--- config.mk ---
export PLATFORM = sky130hd
export DESIGN_NAME = freq_offset_nco
export DESIGN_NICKNAME = d
export VERILOG_FILES = /design/src/rtl/freq_offset_nco.sv
export SDC_FILE = /design/constraint.sdc
export NUM_CORES = 1
export LEC_CHECK = 0
export CORE_MARGIN = 3
export CORE_UTILIZATION = 55
export CTS_CLUSTER_DIAMETER = 50
export CTS_CLUSTER_SIZE = 16
export DETAILED_ROUTE_END_ITERATION = 10
export PLACE_DENSITY = 0.86
export SLEW_MARGIN = 40
export SYNTH_ARGS = -nofsm -noshare
export SYNTH_HDL_FRONTEND = slang
export SYNTH_SLANG_ARGS = --single-unit
--- constraint.sdc ---
create_clock -name clock -period 10.9 [get_ports clock]
set_clock_uncertainty 0.15 [all_clocks]
set_input_delay 2.725 -clock clock [delete_from_list [all_inputs] [get_ports clock]]
set_output_delay 2.725 -clock clock [all_outputs]
set_load 0.02 [all_outputs]
--- src/rtl/freq_offset_nco.sv ---
// Carrier-frequency-offset estimator: averages 2^AVG_SHIFT lag-16 correlation phases,
// then runs a wrapped phase accumulator giving one rotation angle per data sample.
module freq_offset_nco #(
  parameter int AVG_SHIFT   = 4,
  parameter int DELAY_SHIFT = 4
) (
  input  logic               clock,
  input  logic               reset,
  input  logic               enable,
  input  logic               start,
  input  logic signed [15:0] phase_in,
  input  logic               phase_in_stb,
  input  logic               sample_in_stb,
  output logic signed [15:0] phase_offset,
  output logic               offset_stb,
  output logic signed [15:0] rot_phase,
  output logic               rot_stb,
  output logic               busy
);

  localparam int SUM_W = 16 + AVG_SHIFT;
  localparam int CNT_W = AVG_SHIFT + 1;
  localparam logic [CNT_W-1:0]  LAST_CNT = CNT_W'((1 << AVG_SHIFT) - 1);
  localparam logic signed [17:0] ACC_HI   = 18'(1608 << DELAY_SHIFT);
  localparam logic signed [17:0] ACC_SPAN = 18'(3216 << DELAY_SHIFT);

  typedef enum logic [1:0] {IDLE, ACCUM, CALC, TRACK} state_t;

  state_t                    state_q, state_d;
  logic signed [SUM_W-1:0]   sum_q, sum_d, sum_add;
  logic [CNT_W-1:0]          cnt_q, cnt_d;
  logic signed [17:0]        acc_q, acc_d, acc_sub, acc_wrap;
  logic signed [15:0]        phase_offset_q, phase_offset_d;
  logic signed [15:0]        rot_phase_q, rot_phase_d;
  logic                      offset_stb_q, offset_stb_d;
  logic                      rot_stb_q, rot_stb_d;
  logic                      busy_q, busy_d;

  always_comb begin
    sum_add = sum_q + {{AVG_SHIFT{phase_in[15]}}, phase_in};
    acc_sub = acc_q - {{2{phase_offset_q[15]}}, phase_offset_q};
    if (acc_sub >= ACC_HI) begin
      acc_wrap = acc_sub - ACC_SPAN;
    end else if (acc_sub < -ACC_HI) begin
      acc_wrap = acc_sub + ACC_SPAN;
    end else begin
      acc_wrap = acc_sub;
    end
  end

  // With enable low every register holds, so a pending strobe is deferred rather than lost.
  always_comb begin
    state_d        = state_q;
    sum_d          = sum_q;
    cnt_d          = cnt_q;
    acc_d          = acc_q;
    phase_offset_d = phase_offset_q;
    rot_phase_d    = rot_phase_q;
    offset_stb_d   = offset_stb_q;
    rot_stb_d      = rot_stb_q;
    busy_d         = busy_q;
    if (enable) begin
      offset_stb_d = 1'b0;
      rot_stb_d    = 1'b0;
      if (start) begin
        sum_d          = '0;
        cnt_d          = '0;
        acc_d          = '0;
        phase_offset_d = '0;
        state_d        = ACCUM;
      end else begin
        case (state_q)
          ACCUM: begin
            if (phase_in_stb) begin
              sum_d = sum_add;
              cnt_d = cnt_q + 1'b1;
              if (cnt_q == LAST_CNT) begin
                phase_offset_d = 16'(sum_add >>> AVG_SHIFT);
                offset_stb_d   = 1'b1;
                state_d        = CALC;
              end
            end
          end
          CALC: begin
            acc_d   = '0;
            state_d = TRACK;
          end
          TRACK: begin
            if (sample_in_stb) begin
              rot_phase_d = 16'(acc_q >>> DELAY_SHIFT);
              rot_stb_d   = 1'b1;
              acc_d       = acc_wrap;
            end
          end
          default: ;
        endcase
      end
      busy_d = (state_d == ACCUM);
    end
  end

  always_ff @(posedge clock) begin
    if (reset) begin
      state_q        <= IDLE;
      sum_q          <= '0;
      cnt_q          <= '0;
      acc_q          <= '0;
      phase_offset_q <= '0;
      rot_phase_q    <= '0;
      offset_stb_q   <= 1'b0;
      rot_stb_q      <= 1'b0;
      busy_q         <= 1'b0;
    end else begin
      state_q        <= state_d;
      sum_q          <= sum_d;
      cnt_q          <= cnt_d;
      acc_q          <= acc_d;
      phase_offset_q <= phase_offset_d;
      rot_phase_q    <= rot_phase_d;
      offset_stb_q   <= offset_stb_d;
      rot_stb_q      <= rot_stb_d;
      busy_q         <= busy_d;
    end
  end

  assign phase_offset = phase_offset_q;
  assign rot_phase    = rot_phase_q;
  assign offset_stb   = offset_stb_q & enable;
  assign rot_stb      = rot_stb_q & enable;
  assign busy         = busy_q;

endmodule

==> impl_results.md, run 1 <==
* Status: complete, no violations
* Fraction of layout cells with a size suffix above 1 at 6.55%
* DIE WIDTH at 104 um
* Setup TNS at 0 ns
* Initial core utilization at 58.4%
* Fin nets at 766
* Root buffer cell: clkbuf_8
* Register bit total from synthesis at 78
* Final Hold Vio Count at 0
* Post-synth top flop: dfxtp_1
* Total CTS buffers at 9
* M1 GR Usage at 27.4%
* Critical-path cell list: clkdlybuf4s50_1 > and2_1 > clkdlybuf4s50_1
* Number of max-cap violations at 0
* Worst VDD drop at 86.5 uV
* Layout area overhead at 15.5%
* Worst slew pin tran at 0.788 ns
* Fmax at 139 MHz
* Core box area at 8980 sq um
* CTS tree: yes
* Area leader, netlist: dfxtp_1
* Critical path endpoint category: primary output
* CP startpoint: enable
* Cell area after synthesis at 5240 sq um
* Critical path type: primary input to primary output
* Chip height at 104 um
* Cell Pwr Density at 127 nW/um^2
* Initial antenna violation count at 0
* Met2 usage at 42.6%
* Synth cell types at 70
* Pwr Total at 769 uW
* Grt ovf at 0
* GRT Max-Usage Layer: met2
* Syn nets at 726
* CP most frequent cell: clkdlybuf4s50_1
* Final design utilization at 67.4%
* Worst-path maximum fanout at 17
* Final Cycle Share at 66.2%
* DR iter-0 viols at 170
* EDFF count, synth at 0
* Resize count post-CTS at 0
* Async set-reset flop share out of synthesis at 0%
* Clk slew on worst S/H paths at 0.08 ns
* Ys Warns at 0
* I/O pin count at 57
* Period minus WS final at 7.22 ns
* Die area at 10700 sq um
* Largest net degree at the start of global routing at 74
* # DRC at 0
* RR Startpoint: phase_offset[1]
* Slew headroom at 47.4%
* Critical Path RT at 8.03 ns
* Hold Crit Start: rot_phase[9]
* Diode count at 0
* Global-route wire length before repair at 21.5 mm
* Post-DP HPWL at 9.46 mm
* Setup violators final at 0
* Final WL at 12.8 mm
* Crit path DAT at 4.34 ns
* DR pass1 iterations at 5
* Area contributors post-synth: dfxtp_1 (30%), ha_1 (11%), a21oi_1 (6.6%)
* RSZ-0062 raised after global routing: false
* Post-synth top area share at 29.8%
* Sequential-to-total area share from yosys stat at 29.8%
* Vias at 4921
* H-tree depth at 3
* FP Rows at 34
* Gate Count Post-Synth at 657
* Antenna viol nets, final at 0
* M3 GR Usage at 4.73%
* Worst setup SP type: primary input
* Final Max Slew Viols at 0
* Post-Syn Area per Cell at 7.98 sq um
* Post-CTS Setup Bufs at 0
* PortBufs at 56
* Max clock buf depth at 2
* CP peak stage delay at 0.81 ns
* Vias in the first global route at 4759
* Static Leak at 0.00236 uW
* HP Class: flop to flop
* Clock sinks at 78
* Vias/cell at 5.94
* # hold bufs at CTS at 0
* Post-DR wirelength/cell at 15.4 um
* Global Route Usage Sum at 23.4%
* CP max-delay cell: clkdlybuf4s50_1
* Worst-skew pair later-pin latency at 0.36 ns
* Gpl congestion at 0.941
cell usage in the layout, fill, tap and decap left out, types with 8 or more instances in the layout:
master / netlist / routed
nor2_1: 51 / 51
a22oi_1: 11 / 11
nand3_1: 11 / 11
clkdlybuf4s50_1: 0 / 54
o21a_1: 9 / 9
o21ai_0: 17 / 17
dfxtp_1: 78 / 78
ha_1: 45 / 45
a21o_1: 11 / 11
nor3_1: 19 / 19
a21oi_1: 69 / 69
inv_1: 35 / 35
xnor2_1: 23 / 23
nand3b_1: 10 / 10
or3_1: 8 / 8
nand2_1: 91 / 90
xor2_1: 12 / 12
clkbuf_8: 0 / 9
worst max-delay path: cells and delay by family:
kind	cells	cell delay (ns)
buf+inv	2	1.42
simple gates	1	0.20
layout make-up:
cell class | instances | area, sq um
fillers | 743 | 2920
repair buffers | 58 | 566
multi-input cells | 515 | 3440
well taps | 126 | 158
clock inverters | 6 | 68.8
inverters | 35 | 131
flip-flops and latches | 78 | 1560
clock buffers | 10 | 128
registers in the layout, summed over array words and instances, names as in the netlist:
name          cells
sum_q            20
acc_q            18
phase_offset     16
rot_phase        14
cnt_q             5
state_q           2
busy              1
offset_stb_q      1
rot_stb_q         1
final timing paths:
check	slack [ns]	depth (start not counted)	endpoint
hold / removal	0.31	2	rot_phase[9]
setup / recovery	3.68	3	rot_stb
hold reg to reg	0.31	2	rot_phase[9]
setup reg to reg	6.61	16	acc_q[17]
metrics by stage:
| stage | cell area (sq um) | hold WS [ns] | worst slack, ns | instances |
|---|---|---|---|---|
| finish | 6050 | 0.311 | 3.68 | 828 |
| global route | 6050 | 0.326 | 3.58 | 828 |
| CTS | 6050 | 0.312 | 3.67 | 828 |
| detailed placement | 5860 | 0.299 | 3.67 | 812 |
| global placement | 5850 | 0.294 | 3.74 | 812 |
| floorplan | 5240 | 0.286 | 4.54 | 657 |
cells in the mapped netlist, types with 6 or more instances:
cell type,instances
nand3_1,11
a211oi_1,7
a22oi_1,11
ha_1,45
nor3_1,19
o2111ai_1,6
nand3b_1,10
a21o_1,11
nand2_1,91
inv_1,35
clkbuf_1,26
and3_1,7
o21a_1,9
o21ai_0,17
o31ai_1,7
a31oi_1,6
or3_1,8
xor2_1,12
dfxtp_1,78
o21ai_1,6
nor2_1,51
xnor2_1,23
a21oi_1,69
kinds of logic after synthesis:
group                      Yosys count  synth area share, %
and+or+nand+nor                    234                 21.5
AOI/OAI and AO/OA                  196                 25.8
DFF                                 78                 29.8
buffers and inverters               64                 4.75
adders and majority gates           47                 11.5
xor gates and xnor gates            37                 6.47
muxes                                1                0.191
power by group:
| part | leakage, uW | switching, uW | internal [uW] |
|---|---|---|---|
| combinational | 0.00163 | 147 | 104 |
| clock | 0.0000973 | 114 | 108 |
| sequential | 0.000631 | 5.31 | 292 |
layer usage:
metal	routed length [um]	vias up
li1	-	2438
met3	744	21
met5	0	-
met1	5210	2316
met2	6570	146
met4	240	0
(Power assumes the default switching activity.)
==> run 2: changes to the inputs <==
- clock period: 10.9 -> 7.3 ns (I/O delays scaled with it)
==> run 2 against run 1 <==
Against the previous run: global-route usage rose by 0.53 points; setup slack got worse by 1.8 ns; non-clock buffer count did not move; cell count did not move; power rose by 46%; die area did not move; first-iteration DRC count rose by 39%; sequential power rose by 49%; routed wire length rose by 1.1%; combinational power rose by 49%; critical endpoint is now offset_stb; highest routed layer unchanged.
==> impl_results.md, run 2 (synthesis results as in run 1) <==
* Status: complete, no violations (unchanged)
* Most frequent cells in the layout: nand2_1 (90), dfxtp_1 (78), a21oi_1 (69), clkdlybuf4s50_1 (54), nor2_1 (51) (unchanged)
* FP Rows at 34 (unchanged)
* Global Route Usage Sum at 23.9% (was 23.4%)
* Cell Pwr Density at 187 nW/um^2 (was 127 nW/um^2)
* WL met3 at 736 um (was 744 um)
* Setup TNS at 0 ns (unchanged)
* Top reg by flops: sum_q (unchanged)
* Global-route wire length before repair at 21.9 mm (was 21.5 mm)
* Layout area overhead at 15.2% (was 15.5%)
* Cell area after layout at 6040 sq um (was 6050 sq um)
* Vias at 4938 (was 4921)
* Post-DP Area at 5860 sq um (unchanged)
* Metal2 WL at 6.70 mm (was 6.57 mm)
* # placed instances at 812 (unchanged)
* Antenna viol nets, final at 0 (unchanged)
* # hold bufs at CTS at 0 (unchanged)
* Vias in the first global route at 4659 (was 4759)
* Setup violators final at 0 (unchanged)
* Final WL at 12.9 mm (was 12.8 mm)
* Core box area at 8980 sq um (unchanged)
* Critical Path RT at 5.33 ns (was 8.03 ns)
* Post-DP HPWL at 9.57 mm (was 9.46 mm)
* Number of max-cap violations at 0 (unchanged)
* H-tree depth at 3 (unchanged)
* Final Cycle Share at 74.6%
* Grt ovf at 0 (unchanged)
* Most common cell after layout, fill and taps aside: nand2_1 (unchanged)
* Die area at 10700 sq um (unchanged)
* Worst R2R End: acc_q[14] (was acc_q[17])
* Fraction of layout cells with a size suffix above 1 at 6.70% (was 6.55%)
* Initial antenna violation count at 0 (unchanged)
* Critical path type: primary input to primary output (unchanged)
* Worst-path maximum fanout at 17 (unchanged)
* Fin nets at 766 (unchanged)
* Worst-skew pair later-pin latency at 0.36 ns (about the same)
* DIE WIDTH at 104 um (unchanged)
* Post-DR wirelength/cell at 15.6 um (was 15.4 um)
* Vias/cell at 5.96 (was 5.94)
* # DRC at 0 (unchanged)
* Top Metal Used: met4 (unchanged)
* Gpl congestion at 0.926 (was 0.941)
* DR iter-0 viols at 237 (was 170)
* Final Max Slew Viols at 0 (unchanged)
* Max reg flops at 20 (unchanged)
* RR Startpoint: phase_offset[1] (unchanged)
* Worst slew pin tran at 0.746 ns (was 0.788 ns)
* Final non-filler cell total at 828 (unchanged)
* Chip height at 104 um (unchanged)
* Resize count post-CTS at 0 (unchanged)
* Root buffer cell: clkbuf_8 (unchanged)
* Fmax at 184 MHz
* Static Leak at 0.00235 uW (was 0.00236 uW)
* Crit path DAT at 3.47 ns (was 4.34 ns)
* Max clock buf depth at 2 (unchanged)
* Largest net degree at the start of global routing at 74 (unchanged)
* Diode count at 0 (unchanged)
* CTS tree: yes (unchanged)
* Period minus WS final at 5.44 ns
* Post-CTS Setup Bufs at 0 (unchanged)
* Worst setup SP type: primary input (unchanged)
* Worst reg2reg path depth at 17 (was 16)
* DR pass1 iterations at 5 (unchanged)
* I/O pin count at 57 (unchanged)
* Clock sinks at 78 (unchanged)
* RSZ-0062 raised after global routing: false (unchanged)
* Register-to-register path setup slack at 2.90 ns (was 6.61 ns)
* Worst VDD drop at 95.1 uV (was 86.5 uV)
* Total CTS buffers at 9 (unchanged)
* Initial core utilization at 58.4% (unchanged)
* Critical path endpoint category: primary output (unchanged)
* Met1 wire length at 5.32 mm (was 5.21 mm)
* Clk slew on worst S/H paths at 0.08 ns (about the same)
* HP Class: flop to flop (unchanged)
* Final Hold Vio Count at 0 (unchanged)
* Hold Crit Start: rot_phase[11] (was rot_phase[9])
* WHS Endpoint: rot_phase[11] (was rot_phase[9])
* Hold depth at 2 (unchanged)
* PortBufs at 56 (unchanged)
* Slew headroom at 50.3% (was 47.4%)
run 2: cell types whose count changed in the layout (fill, tap and decap cells not counted), sizes merged:
cell	before	now
inv	37	38
bufinv	1	0
run 2: through the flow:
| step | utilization (%) | power, uW | setup WS [ns] | hold slack [ns] |
|---|---|---|---|---|
| after global placement | 65.2 | 810 | 1.94 | 0.294 |
| after floorplan | - | 742 | 2.74 | 0.286 |
| after global routing | 67.3 | 1190 | 1.75 | 0.342 |
| after CTS | 67.3 | 1130 | 1.86 | 0.312 |
| final | 67.3 | 1130 | 1.86 | 0.308 |
| after detailed placement | 65.2 | 820 | 1.87 | 0.300 |
run 2: layout make-up:
cell class / count / area [sq um]
Timing Repair Buffer: 58 / 566
Multi-Input combinational cell: 515 / 3440
Tap cell: 126 / 158
Sequential cell: 78 / 1560
Inverter: 35 / 131
Fill cell: 749 / 2940
Clock buffer: 10 / 128
Clock inverter: 6 / 53.8
run 2: power breakdown:
group / switching, uW / internal (uW)
Sequential: 8.11 / 435
Combinational: 220 / 155
Clock: 179 / 130
Total: 407 / 720
run 2: layer usage:
metal  vias up  GRT usage [%]
li1       2440              -
met1      2325           29.2
met2       156           44.3
met3        17           3.54
met4         0           5.60
met5         -              0
run 2: how the worst max path moves through the flow:
stage,endpoint,slack [ns],from,depth (start not counted)
finish,offset_stb,1.86,enable,3
global placement,offset_stb,1.94,enable,3
CTS,offset_stb,1.86,enable,3
global route,rot_stb,1.75,enable,3
floorplan,offset_stb,2.74,enable,3
detailed placement,offset_stb,1.87,enable,3
run 2: worst max-delay path, cell delays in order:
cell	delay [ns]
clkdlybuf4s50_1	0.84
and2_1	0.21
clkdlybuf4s50_1	0.60
